`src/rtl/reg_file_mp_pkg.sv`:
```
`default_nettype none
// ============================================================================
// Module   : reg_file_mp_pkg
// Purpose  : Shared defaults for the multi-port register file. Compile-time
//            switch REGFILE_ZERO_REG_EN hardwires register 0 to zero.
// Revision : 1.0
// ============================================================================
package reg_file_mp_pkg;

    localparam int C_DEF_DATA_W   = 16;
    localparam int C_DEF_ADDR_W   = 3;
    localparam int C_DEF_RD_PORTS = 2;

`ifdef REGFILE_ZERO_REG_EN
    localparam bit C_ZERO_REG_EN = 1'b1;
`else
    localparam bit C_ZERO_REG_EN = 1'b0;
`endif

    // A write or reserve aimed at a hardwired-zero register has no effect.
    function automatic logic strobe_ok(input logic en, input logic is_zero_addr);
        return en && !(C_ZERO_REG_EN && is_zero_addr);
    endfunction

endpackage : reg_file_mp_pkg
`default_nettype wire

```
`src/rtl/reg_file_rd_port.sv`:
```
`default_nettype none
// ============================================================================
// Module   : reg_file_rd_port
// Purpose  : One read port: address mux, write bypass, post-edge busy lookup
//            and registered outputs.
// Revision : 1.0
// ============================================================================
module reg_file_rd_port #(
    parameter int DATA_W = 16,
    parameter int ADDR_W = 3,
    parameter int DEPTH  = 8
) (
    input  logic                    clk,
    input  logic                    rst,
    input  logic                    rd_en,
    input  logic [ADDR_W-1:0]       rd_addr,
    input  logic                    wr_en,
    input  logic [ADDR_W-1:0]       wr_addr,
    input  logic [DATA_W-1:0]       wr_data,
    input  logic                    rsv_en,
    input  logic [ADDR_W-1:0]       rsv_addr,
    input  logic [DEPTH*DATA_W-1:0] mem_flat,
    input  logic [DEPTH-1:0]        busy,
    output logic [DATA_W-1:0]       rd_data,
    output logic                    rd_busy
);

    logic              w_bypass;
    logic [DATA_W-1:0] w_data;
    logic              w_busy;

    assign w_bypass = wr_en && (wr_addr == rd_addr);

    // Strobes arrive already qualified, so the busy result mirrors the
    // scoreboard update: reserve beats write-clear.
    always_comb begin
        w_data = mem_flat[rd_addr*DATA_W +: DATA_W];
        w_busy = busy[rd_addr];
        if (w_bypass) begin
            w_data = wr_data;
            w_busy = 1'b0;
        end
        if (rsv_en && (rsv_addr == rd_addr)) begin
            w_busy = 1'b1;
        end
    end

    always_ff @(posedge clk or negedge rst) begin
        if (!rst) begin
            rd_data <= '0;
            rd_busy <= 1'b0;
        end else if (rd_en) begin
            rd_data <= w_data;
            rd_busy <= w_busy;
        end
    end

endmodule : reg_file_rd_port
`default_nettype wire

```
`src/rtl/reg_file_mp.sv`:
```
`default_nettype none
// ============================================================================
// Module   : reg_file_mp
// Purpose  : Register file with one write port, RD_PORTS bypassed read ports
//            and a busy scoreboard. Optional macro: REGFILE_ZERO_REG_EN.
// Revision : 1.0
// ============================================================================
module reg_file_mp
    import reg_file_mp_pkg::*;
#(
    parameter int DATA_W   = C_DEF_DATA_W,
    parameter int ADDR_W   = C_DEF_ADDR_W,
    parameter int RD_PORTS = C_DEF_RD_PORTS
) (
    input  logic                       clk,
    input  logic                       rst,
    input  logic                       wr_en,
    input  logic [ADDR_W-1:0]          wr_addr,
    input  logic [DATA_W-1:0]          wr_data,
    input  logic                       rsv_en,
    input  logic [ADDR_W-1:0]          rsv_addr,
    input  logic                       rd_en,
    input  logic [RD_PORTS*ADDR_W-1:0] rd_addr,
    output logic [RD_PORTS*DATA_W-1:0] rd_data,
    output logic [RD_PORTS-1:0]        rd_busy,
    output logic [2**ADDR_W-1:0]       busy_vec
);

    localparam int DEPTH = 2**ADDR_W;

    logic [DATA_W-1:0]       r_mem [DEPTH];
    logic [DEPTH-1:0]        r_busy;
    logic [DEPTH*DATA_W-1:0] w_mem_flat;
    logic                    w_wr_en;
    logic                    w_rsv_en;

    assign w_wr_en  = strobe_ok(wr_en,  wr_addr  == '0);
    assign w_rsv_en = strobe_ok(rsv_en, rsv_addr == '0);

    // Reserve is applied after the write so a same-address collision ends busy.
    always_ff @(posedge clk or negedge rst) begin
        if (!rst) begin
            for (int i = 0; i < DEPTH; i++) begin
                r_mem[i] <= '0;
            end
            r_busy <= '0;
        end else begin
            if (w_wr_en) begin
                r_mem[wr_addr]  <= wr_data;
                r_busy[wr_addr] <= 1'b0;
            end
            if (w_rsv_en) begin
                r_busy[rsv_addr] <= 1'b1;
            end
        end
    end

    assign busy_vec = r_busy;

    for (genvar i = 0; i < DEPTH; i++) begin : g_flat
        assign w_mem_flat[i*DATA_W +: DATA_W] = r_mem[i];
    end

    for (genvar p = 0; p < RD_PORTS; p++) begin : g_rd_port
        reg_file_rd_port #(
            .DATA_W (DATA_W),
            .ADDR_W (ADDR_W),
            .DEPTH  (DEPTH)
        ) u_rd_port (
            .clk      (clk),
            .rst      (rst),
            .rd_en    (rd_en),
            .rd_addr  (rd_addr[p*ADDR_W +: ADDR_W]),
            .wr_en    (w_wr_en),
            .wr_addr  (wr_addr),
            .wr_data  (wr_data),
            .rsv_en   (w_rsv_en),
            .rsv_addr (rsv_addr),
            .mem_flat (w_mem_flat),
            .busy     (r_busy),
            .rd_data  (rd_data[p*DATA_W +: DATA_W]),
            .rd_busy  (rd_busy[p])
        );
    end

endmodule : reg_file_mp
`default_nettype wire

```
`config.mk`:
```
export PLATFORM = sky130hd
export DESIGN_NAME = reg_file_mp
export DESIGN_NICKNAME = d
export VERILOG_FILES = /design/src/rtl/reg_file_mp_pkg.sv /design/src/rtl/reg_file_rd_port.sv /design/src/rtl/reg_file_mp.sv
export SDC_FILE = /design/constraint.sdc
export NUM_CORES = 1
export LEC_CHECK = 0
export BUFFER_PORTS_ARGS = -buffer_cell sky130_fd_sc_hd__clkbuf_2
export CORE_ASPECT_RATIO = 1.1
export CORE_MARGIN = 1
export CORE_UTILIZATION = 25
export CTS_BUF_LIST = sky130_fd_sc_hd__clkbuf_8
export CTS_CLUSTER_SIZE = 30
export DETAILED_ROUTE_END_ITERATION = 7
export PLACE_DENSITY = 0.51
export SETUP_SLACK_MARGIN = 0.3
export SYNTH_ARGS = -nofsm -noshare
export SYNTH_HDL_FRONTEND = slang
export SYNTH_HIERARCHICAL = 1
export SYNTH_SLANG_ARGS = --single-unit
```
`constraint.sdc`:
```
create_clock -name clk -period 2.9 [get_ports clk]
set_clock_uncertainty 0.2 [all_clocks]
set_input_delay 0.29 -clock clk [delete_from_list [all_inputs] [get_ports clk]]
set_output_delay 0.29 -clock clk [all_outputs]
set_load 0.05 [all_outputs]
```
# Word level (Yosys, flattened, before mapping)

Index checks and enable logic that the tools add are counted.

$lt $le $gt $ge: 8
Equality and inequality tests: 4
Shift-type cells: 2
Multiplexer cells: 19
Bitwise logic cells: 4
Reduce and logical (&&, ||, !) cells: 7

Operators with widths:

| operator                                                                            | number |
|---|---|
| 128-bit by 8-bit indexed part select with 16-bit output                             | 2 |
| 128-bit bitwise mux                                                                 | 1 |
| 16-bit demux with 3-bit select                                                      | 1 |
| 16-bit two-way mux                                                                  | 3 |
| 3-bit by 4-bit less-than comparator with 1-bit output, second input constant        | 4 |
| 8-bit two-way mux                                                                   | 2 |
| 3-bit equality test                                                                 | 4 |
| 8-bit bitwise AND                                                                   | 1 |
| 1-bit two-way mux                                                                   | 8 |
| 8-bit inverter                                                                      | 1 |
| 8-bit OR                                                                            | 1 |
| 1-bit logical AND                                                                   | 7 |
| 1-bit binary-select mux with 3-bit select                                           | 2 |
| 1-bit demux with 3-bit select                                                       | 2 |
| 3-bit by 1-bit greater-or-equal comparator with 1-bit output, second input constant | 2 |
| 4-bit greater-or-equal comparator, second input constant                            | 1 |
| 4-bit by 1-bit less-than comparator with 1-bit output, second input constant        | 1 |
| 3-bit inverter with 4-bit output                                                    | 1 |

Bits in registers: 170
Bits of input ports: 33
Output and inout bits: 42
Word-level logic and storage cells: 57

# Logic depth before layout (Yosys ltp)

Gate-level depths: netlist (run 1).

Word-level depth: 9
Depth in mapped cells: 6
Gate-level depth less buffers: 3

# Hierarchy

The synthesis (run 1) kept the hierarchy.

By module, submodules not included:

| module           | times used | cells each | area each (um2) | sequential area each (um2) |
|---|---|---|---|---|
| reg_file_mp      | 1          | 307        | 5,237.5         | 3,403.3 |
| reg_file_rd_port | 2          | 136        | 1,980.6         | 425.4 |

# Least setup slack after synthesis (run 1)

No wires, ideal clock.

Path kind: register to register
Start point: register r_busy[1] (netlist: busy_vec[1])
End point: register g_rd_port[0].u_rd_port.rd_busy
Setup time: 126 ps
Data arrival time: 1,668 ps
Data required time: 2,574 ps
Setup slack: 906 ps
Stages on the path, launching flop included: 4
Path buffers: 0
Period minus slack after synthesis: 1,994 ps
Cells stage by stage: dfrtp_1 mux4_1 mux2_2 a221o_1

Word-level cells in the longest chain between the ends: 4

RTL lines:

| what                                      | line                   | source |
|---|---|---|
| start, declared                           | reg_file_mp.sv:32      | `logic [DEPTH-1:0] r_busy;` |
| start signal, assigned                    | reg_file_mp.sv:46      | `r_busy <= '0;` |
| start signal, assigned by index           | reg_file_mp.sv:50      | `r_busy[wr_addr] <= 1'b0;` |
| start signal, assigned by index           | reg_file_mp.sv:53      | `r_busy[rsv_addr] <= 1'b1;` |
| 1-bit binary-select mux with 3-bit select | reg_file_rd_port.sv:38 | `w_busy = busy[rd_addr];` |
| 1-bit two-way mux (implied by the code)   | reg_file_rd_port.sv:38 |  |
| 1-bit two-way mux                         | reg_file_rd_port.sv:39 | `if (w_bypass) begin` |
| 1-bit two-way mux                         | reg_file_rd_port.sv:43 | `if (rsv_en && (rsv_addr == rd_addr)) begin` |
| end signal, assigned                      | reg_file_rd_port.sv:54 | `rd_busy <= w_busy;` |
| end, declared                             | reg_file_rd_port.sv:25 | `output logic rd_busy` |

No other way between the ends. The select of a mux whose other input is x is not followed.
A chain may end at the register's enable or synchronous reset.

# Worst setup path in the final report (run 1)

Start point: input port rsv_en
End point: register r_busy[2] (netlist: busy_vec[2])

Word-level cells in the longest chain between the ends: 1

RTL lines:

| what              | line              | source |
|---|---|---|
| start, declared   | reg_file_mp.sv:20 | `input logic rsv_en,` |
| 8-bit two-way mux | reg_file_mp.sv:52 | `if (w_rsv_en) begin` |

No other way between the ends.

==> impl_metrics.csv, run 1 <==
group,metric,value,unit
setup_path,end_kind,"flop",
outcome,status,"finished clean",
sta,setup_tns,0,ns
detailed_routing,drtAntennaViolNets,0,
setup_path,crit_type,"primary input to flop",
cts,cts_buffers,17,
synthesis,synth_edf_count,0,
power,ir_worst_vdd,311,µV
place,dp_hpwl,15.2,mm
sta,finalSetupViolations,0,
place,post_dp_cell_area,0.00999,mm²
layout,area.sequential,0.00425,mm²
global_routing,grt_pass1_wl,37.4,mm
global_routing,grt_use_total,0.135,
cts,cts_resized,0,
global_routing,grt_pass1_vias,5888,
die,die_x,185,µm
cts,cts_tree,"done",
setup_path,regToRegSetupSlack,1.06,ns
setup_path,critPathArrivalTime,2.49,ns
hold_path,worstHoldStart,"rsv_addr[1]",
synthesis,synth_area,0.00920,mm²
layout,multi_input_area,0.00445,mm²
die,die_area,0.0376,mm²
sta,fin_ws,0.599,ns
cts,cts_htree_levels,4,
setup_path,cp_max_fo,6,
setup_path,startpoint,"rsv_en",
layout,insertedDiodeCount,0,
synthesis,seq_area_frac_synth,0.462,
layout,final_common_cell,"dfrtp_1",
place,place_congestion,0.734,
synthesis,synth_nets,612,
power,p_per_area,681,mW/mm²
cts,cts_num_sinks,170,
sta,tightest_slew,0.740,ns
synthesis,yosys_warnings,6,
die,ioPinCount,75,
layout,drive_gt1_frac,0.466,
setup_path,regToRegEndpoint,"g_rd_port[1].u_rd_port/rd_busy",
die,die_h,203,µm
die,core.rowCount,73,
sta,achievable-frequency,435,MHz
sta,relSlewSlack,0.507,
sta,drv_slew,0,
sta,final_hold_viol_count,0,
layout,syn2layout_area_growth,14.6,%
hold_path,hold_depth,2,
synthesis,synth-async-reset-ratio,1.00,
power,power,7.18,mW
detailed_routing,drt-initial-drc-count,274,
layout,nNetsFinal,695,
cts,clock_path_buffers,2,
detailed_routing,wl_per_cell,21.0,µm
synthesis,synth.area.top_cells,"dfrtp_1 (46%), mux2_2 (17%), mux4_1 (11%), mux4_2 (6.9%), a221o_1 (2.2%)",
setup_path,start_kind,"primary input",
run,maxCapViolCount,0,
hold_path,hold_path_end,"busy_vec[6]",
sta,rsz0062_at_grt,"false",
synthesis,avgSynthCellArea,15.9,µm²
detailed_routing,drt_wl_total,24.4,mm
synthesis,synth_top_area_share,0.462,
detailed_routing,drt_pre_antenna_iters,5,
detailed_routing,vias,5577,
synthesis,synthFlopType,"dfrtp_1",
layout,final_cell_mix,"dfrtp_1 (170), mux2_2 (139), clkbuf_2 (73)",
power,p_leak,4.52,nW
global_routing,grt_overflow,0,
place,portBuffers,74,
cts,clkLatencyLatePin,0.45,ns
cts,clockRootBuffer,"clkbuf_8",
detailed_routing,drc,0,
global_routing,antenna_found_initial,1,
layout,postLayoutCellArea,0.0105,mm²
global_routing,grt_max_degree,64,
cts,post_cts_buffers,0,
detailed_routing,via_per_inst,4.80,
sta,min_period_over_period,0.793,
sta,period_needed,2.30,ns
setup_path,rr_worst_depth,3,
layout,fillers,3685,
setup_path,r2r_start,"busy_vec[2]",
synthesis,synth_area_leader_cell,"dfrtp_1",
synthesis,synthCells,579,
cts,clk_pin_slew,0.09,ns
setup_path,cp.required,3.09,ns
die,core,0.0362,mm²
synthesis,yosysUniqueCellTypes,32,
die,initial_utilization,0.254,
hold_path,hold_class,"primary input to flop",
synthesis,ys_ff_latch,170,
place,dpl_worst_slack,0.546,ns
## worst max-delay path, cell delays in order
cell and delay, ns:
dlygate4sd3_1 0.53, clkbuf_2 0.18, nand2_1 0.07, dlygate4sd3_1 0.58
o32ai_1 0.25, dlygate4sd3_1 0.59
## power by group
group	switching, mW	internal [mW]
clock	0.911	0.879
combinational	1.09	1.03
sequential	0.370	2.90
total	2.37	4.81
## kinds of logic after synthesis
logic type             share of synthesized area
flip-flops                                 0.462
AND/OR/NAND/NOR                           0.0435
AO/OA/AOI/OAI                             0.0456
XOR/XNOR                                  0.0114
buffers and inverters                     0.0541
multiplexers                               0.383
## final cells by class
cell class / count / share of cell area
inverters: 22 / 0.00784
well taps: 487 / 0.0578
repair buffers: 110 / 0.0692
clock buffers: 18 / 0.0235
flip-flops and latches: 170 / 0.404
clock inverters: 13 / 0.0160
multi-input cells: 341 / 0.422
## stage by stage
stage / hold WS, ns / util / std cells
floorplan: -0.206 / - / 579
global placement: 0.124 / 0.276 / 1117
detailed placement: 0.122 / 0.276 / 1117
CTS: 0.000101 / 0.291 / 1161
global route: 0.0120 / 0.291 / 1161
finish: 0.0303 / 0.291 / 1161
## what timing repair did
action / in CTS / in global routing
endpoints found under the hold margin: 74 / 0
hold buffers: 13 / 0
setup endpoints to repair: 0 / 0
## worst max path at each step
stage                                                    end  slack [ns]  cells past startpoint
after floorplan               g_rd_port[0].u_rd_port/rd_busy        0.91                      3
after global placement     g_rd_port[0].u_rd_port/rd_data[2]        0.56                      5
after detailed placement  g_rd_port[0].u_rd_port/rd_data[12]        0.55                      5
after CTS                                        busy_vec[2]        0.71                      6
after global routing                             busy_vec[2]        0.61                      6
final                                            busy_vec[2]        0.60                      6
## sequential cells by signal, indices dropped and copies added, names as in the netlist
signal and count:
busy_vec 8, g_rd_port.u_rd_port/rd_data 32, r_mem 128, g_rd_port.u_rd_port/rd_busy 2
## layer usage
metal,share of wire,GRT usage,vias to the layer above
met3,0.050,0.0318,29
met2,0.48,0.218,142
met5,0.00053,0,-
met1,0.45,0.181,2971
met4,0.018,0.0363,2
li1,-,-,2433
## synthesized netlist by cell type (2+ instances only)
master,n
nand4b_2,3
a221o_1,20
nor4_1,2
nor4_4,2
nor2_1,15
and2b_1,10
buf_6,17
buf_4,8
clkbuf_4,2
inv_1,22
mux4_1,40
clkbuf_1,5
mux4_2,28
mux2_2,139
nand2_1,6
buf_12,2
a221oi_1,14
dfrtp_1,170
mux2i_1,14
nor2b_1,11
xor2_1,12
a32o_1,3
mux2_4,9
and4bb_2,3
buf_2,9
o2bb2ai_1,4
buf_8,3
o41a_1,2
Power figures use the tool's default switching activity.
==> inputs of run 2 (changes only) <==
--- a/config.mk
+++ b/config.mk
@@ -12,7 +12,7 @@
 export CTS_BUF_LIST = sky130_fd_sc_hd__clkbuf_8
 export CTS_CLUSTER_SIZE = 30
 export DETAILED_ROUTE_END_ITERATION = 7
-export PLACE_DENSITY = 0.51
+export PLACE_DENSITY = 0.52
 export SETUP_SLACK_MARGIN = 0.3
 export SYNTH_ARGS = -nofsm -noshare
 export SYNTH_HDL_FRONTEND = slang
==> constraint.sdc (replaced) <==
create_clock -name clk -period 1.95 [get_ports clk]
set_clock_uncertainty 0.2 [all_clocks]
set_input_delay 0.195 -clock clk [delete_from_list [all_inputs] [get_ports clk]]
set_output_delay 0.195 -clock clk [all_outputs]
set_load 0.05 [all_outputs]
==> impl_metrics.csv, run 2 (synthesized netlist as in run 1, its figures left out) <==
group,metric,value,unit
global_routing,grt_pass1_vias,6014,
detailed_routing,met2_length,13.1,mm
place,portBuffers,74,
power,p_comb_frac,0.317,
setup_path,slowest_delay,0.46,ns
sta,min_period_over_period,0.915,
global_routing,grt_max_degree,51,
layout,syn2layout_area_growth,19.9,%
sta,relSlewSlack,0.795,
setup_path,crit_type,"flop to flop",
layout,drive_gt1_frac,0.537,
sta,tightest_slew,0.298,ns
power,switching_share,0.335,
hold_path,hold_class,"primary input to flop",
die,initial_utilization,0.254,
setup_path,cp_num_buf_inv,0,
outcome,status,"finished clean",
detailed_routing,via_per_inst,4.76,
layout,final_cells,1195,
detailed_routing,wl_per_cell,21.2,µm
sta,finalSetupViolations,0,
place,place_congestion,0.712,
cts,cts_buffers,17,
sta,final_hold_viol_count,0,
power,ir_worst_vdd,392,µV
setup_path,cp.required,2.09,ns
run,maxCapViolCount,0,
die,die_x,185,µm
place,dp_hpwl,16.0,mm
sta,drv_slew,0,
sta,setup_tns,0,ns
setup_path,start_kind,"flop",
cts,cts_tree,"done",
cts,clockRootBuffer,"clkbuf_8",
sta,achievable-frequency,560,MHz
layout,nNetsFinal,729,
power,p_clk_frac,0.231,
cts,cts_num_sinks,170,
power,p_leak,4.68,nW
setup_path,critPathArrivalTime,1.92,ns
power,seqPwrFrac,0.452,
detailed_routing,wl_met3,1.06,mm
setup_path,critPathTopFamily,"multiplexers",
detailed_routing,drt_wl_total,25.3,mm
die,core.rowCount,73,
setup_path,cp_max_fo,4,
power,internal-power,7.18,mW
cts,clock_path_buffers,2,
die,die_area,0.0376,mm²
detailed_routing,drtAntennaViolNets,0,
detailed_routing,drt-initial-drc-count,251,
die,core,0.0362,mm²
detailed_routing,drt_pre_antenna_iters,4,
layout,fillers,3674,
cts,clkLatencyLatePin,0.46,ns
layout,final_common_cell,"dfrtp_1",
setup_path,end_kind,"flop",
die,ioPinCount,75,
power,net-switching-power,3.61,mW
cts,clk_pin_slew,0.10,ns
detailed_routing,wl_met1,10.8,mm
layout,largest_reg_flops,128,
sta,period_needed,1.78,ns
sta,rsz0062_at_grt,"true",
layout,final_cell_mix,"dfrtp_1 (162), mux2_2 (122), clkbuf_2 (70)",
place,placed_cells,1135,
detailed_routing,vias,5689,
global_routing,grt_pass1_wl,38.7,mm
layout,insertedDiodeCount,0,
global_routing,grt_use_total,0.141,
global_routing,antenna_found_initial,0,
setup_path,crit_chain,"mux4_2 -> mux2_4 -> a221o_1",
detailed_routing,drc,0,
setup_path,cp_slowest_cell,"mux4_2",
power,p_per_area,978,mW/mm²
die,die_h,203,µm
cts,cts_htree_levels,4,
detailed_routing,maxUsedRoutingLayer,"met4",
layout,top_register,"r_mem",
setup_path,regToRegSetupSlack,0.17,ns
global_routing,grt_overflow,0,
==> run 2: cell types whose count changed in the layout (fill, tap and decap cells not counted), moves of 4 or more <==
cell	delta
mux2_2	-17
mux4_1	-32
buf_4	+4
mux4_2	+32
buf_12	+18
mux2_4	+17
dfrtp_1	-8
dlygate4sd3_1	+11
dfrtp_2	+8
==> run 2: metrics by stage <==
| stage | util | worst slack (ns) | total power, mW | cell area (µm²) | hold slack (ns) |
|---|---|---|---|---|---|
| 2_1_floorplan | - | 0.0926 | 7.30 | 9240 | -0.301 |
| 3_3_place_gp | 0.286 | -0.118 | 8.18 | 10400 | -0.113 |
| 3_5_place_dp | 0.286 | -0.117 | 8.25 | 10400 | -0.113 |
| 4_1_cts | 0.304 | 0.175 | 10.9 | 11000 | 0.102 |
| 5_1_grt | 0.305 | 0.127 | 11.4 | 11000 | 0.119 |
| 6_report | 0.305 | 0.165 | 10.8 | 11000 | 0.125 |
==> run 2: cell type report <==
type,count,area [µm²],share of cell area
Clock buffer,17,234,0.0212
Clock inverter,14,148,0.0134
Inverter,22,82.6,0.00748
Multi-Input combinational cell,341,4440,0.403
Sequential cell,170,4260,0.386
Tap cell,487,609,0.0552
Timing Repair Buffer,144,1250,0.114
==> run 2: worst reg2reg max path, cell delays in order (launching register included) <==
cell     delay (ns)
dfrtp_2        0.44
mux4_2         0.46
mux2_4         0.26
a221o_1        0.31
==> run 2: power groups by stage <==
stage | clock network, mW | registers [mW] | logic, mW
floorplan | 0 | 5.49 | 1.81
global route | 2.74 | 5.00 | 3.65
CTS | 2.61 | 4.88 | 3.43
finish | 2.49 | 4.88 | 3.42
global placement | 0 | 4.91 | 3.27
detailed placement | 0 | 4.94 | 3.31
==> run 2: final timing paths <==
| kind | from | endpoint | depth (start not counted) |
|---|---|---|---|
| setup reg to reg | busy_vec[7] | g_rd_port[1].u_rd_port/rd_busy | 3 |
| setup / recovery | busy_vec[7] | g_rd_port[1].u_rd_port/rd_busy | 3 |
| hold / removal | rd_addr[4] | g_rd_port[1].u_rd_port/rd_data[4] | 4 |
| hold reg to reg | r_mem[77] | r_mem[77] | 1 |
| min in group asynchronous | rst | g_rd_port[0].u_rd_port/rd_data[12] | 3 |
| max in group asynchronous | rst | busy_vec[4] | 4 |
==> run 2: what timing repair did <==
item / in CTS / in global routing
endpoints found under the setup margin: 20 / 43
pin swaps: 7 / 3
setup buffers: 4 / 1
gates resized for setup: 22 / 17
hold buffers: 24 / 0
endpoints found under the hold margin: 338 / 0
==> run 2: routing by layer <==
metal	vias to the layer above	global-route usage
li1	2476	-
met1	3051	0.174
met2	138	0.243
met3	24	0.0316
met4	0	0.0390
met5	-	0
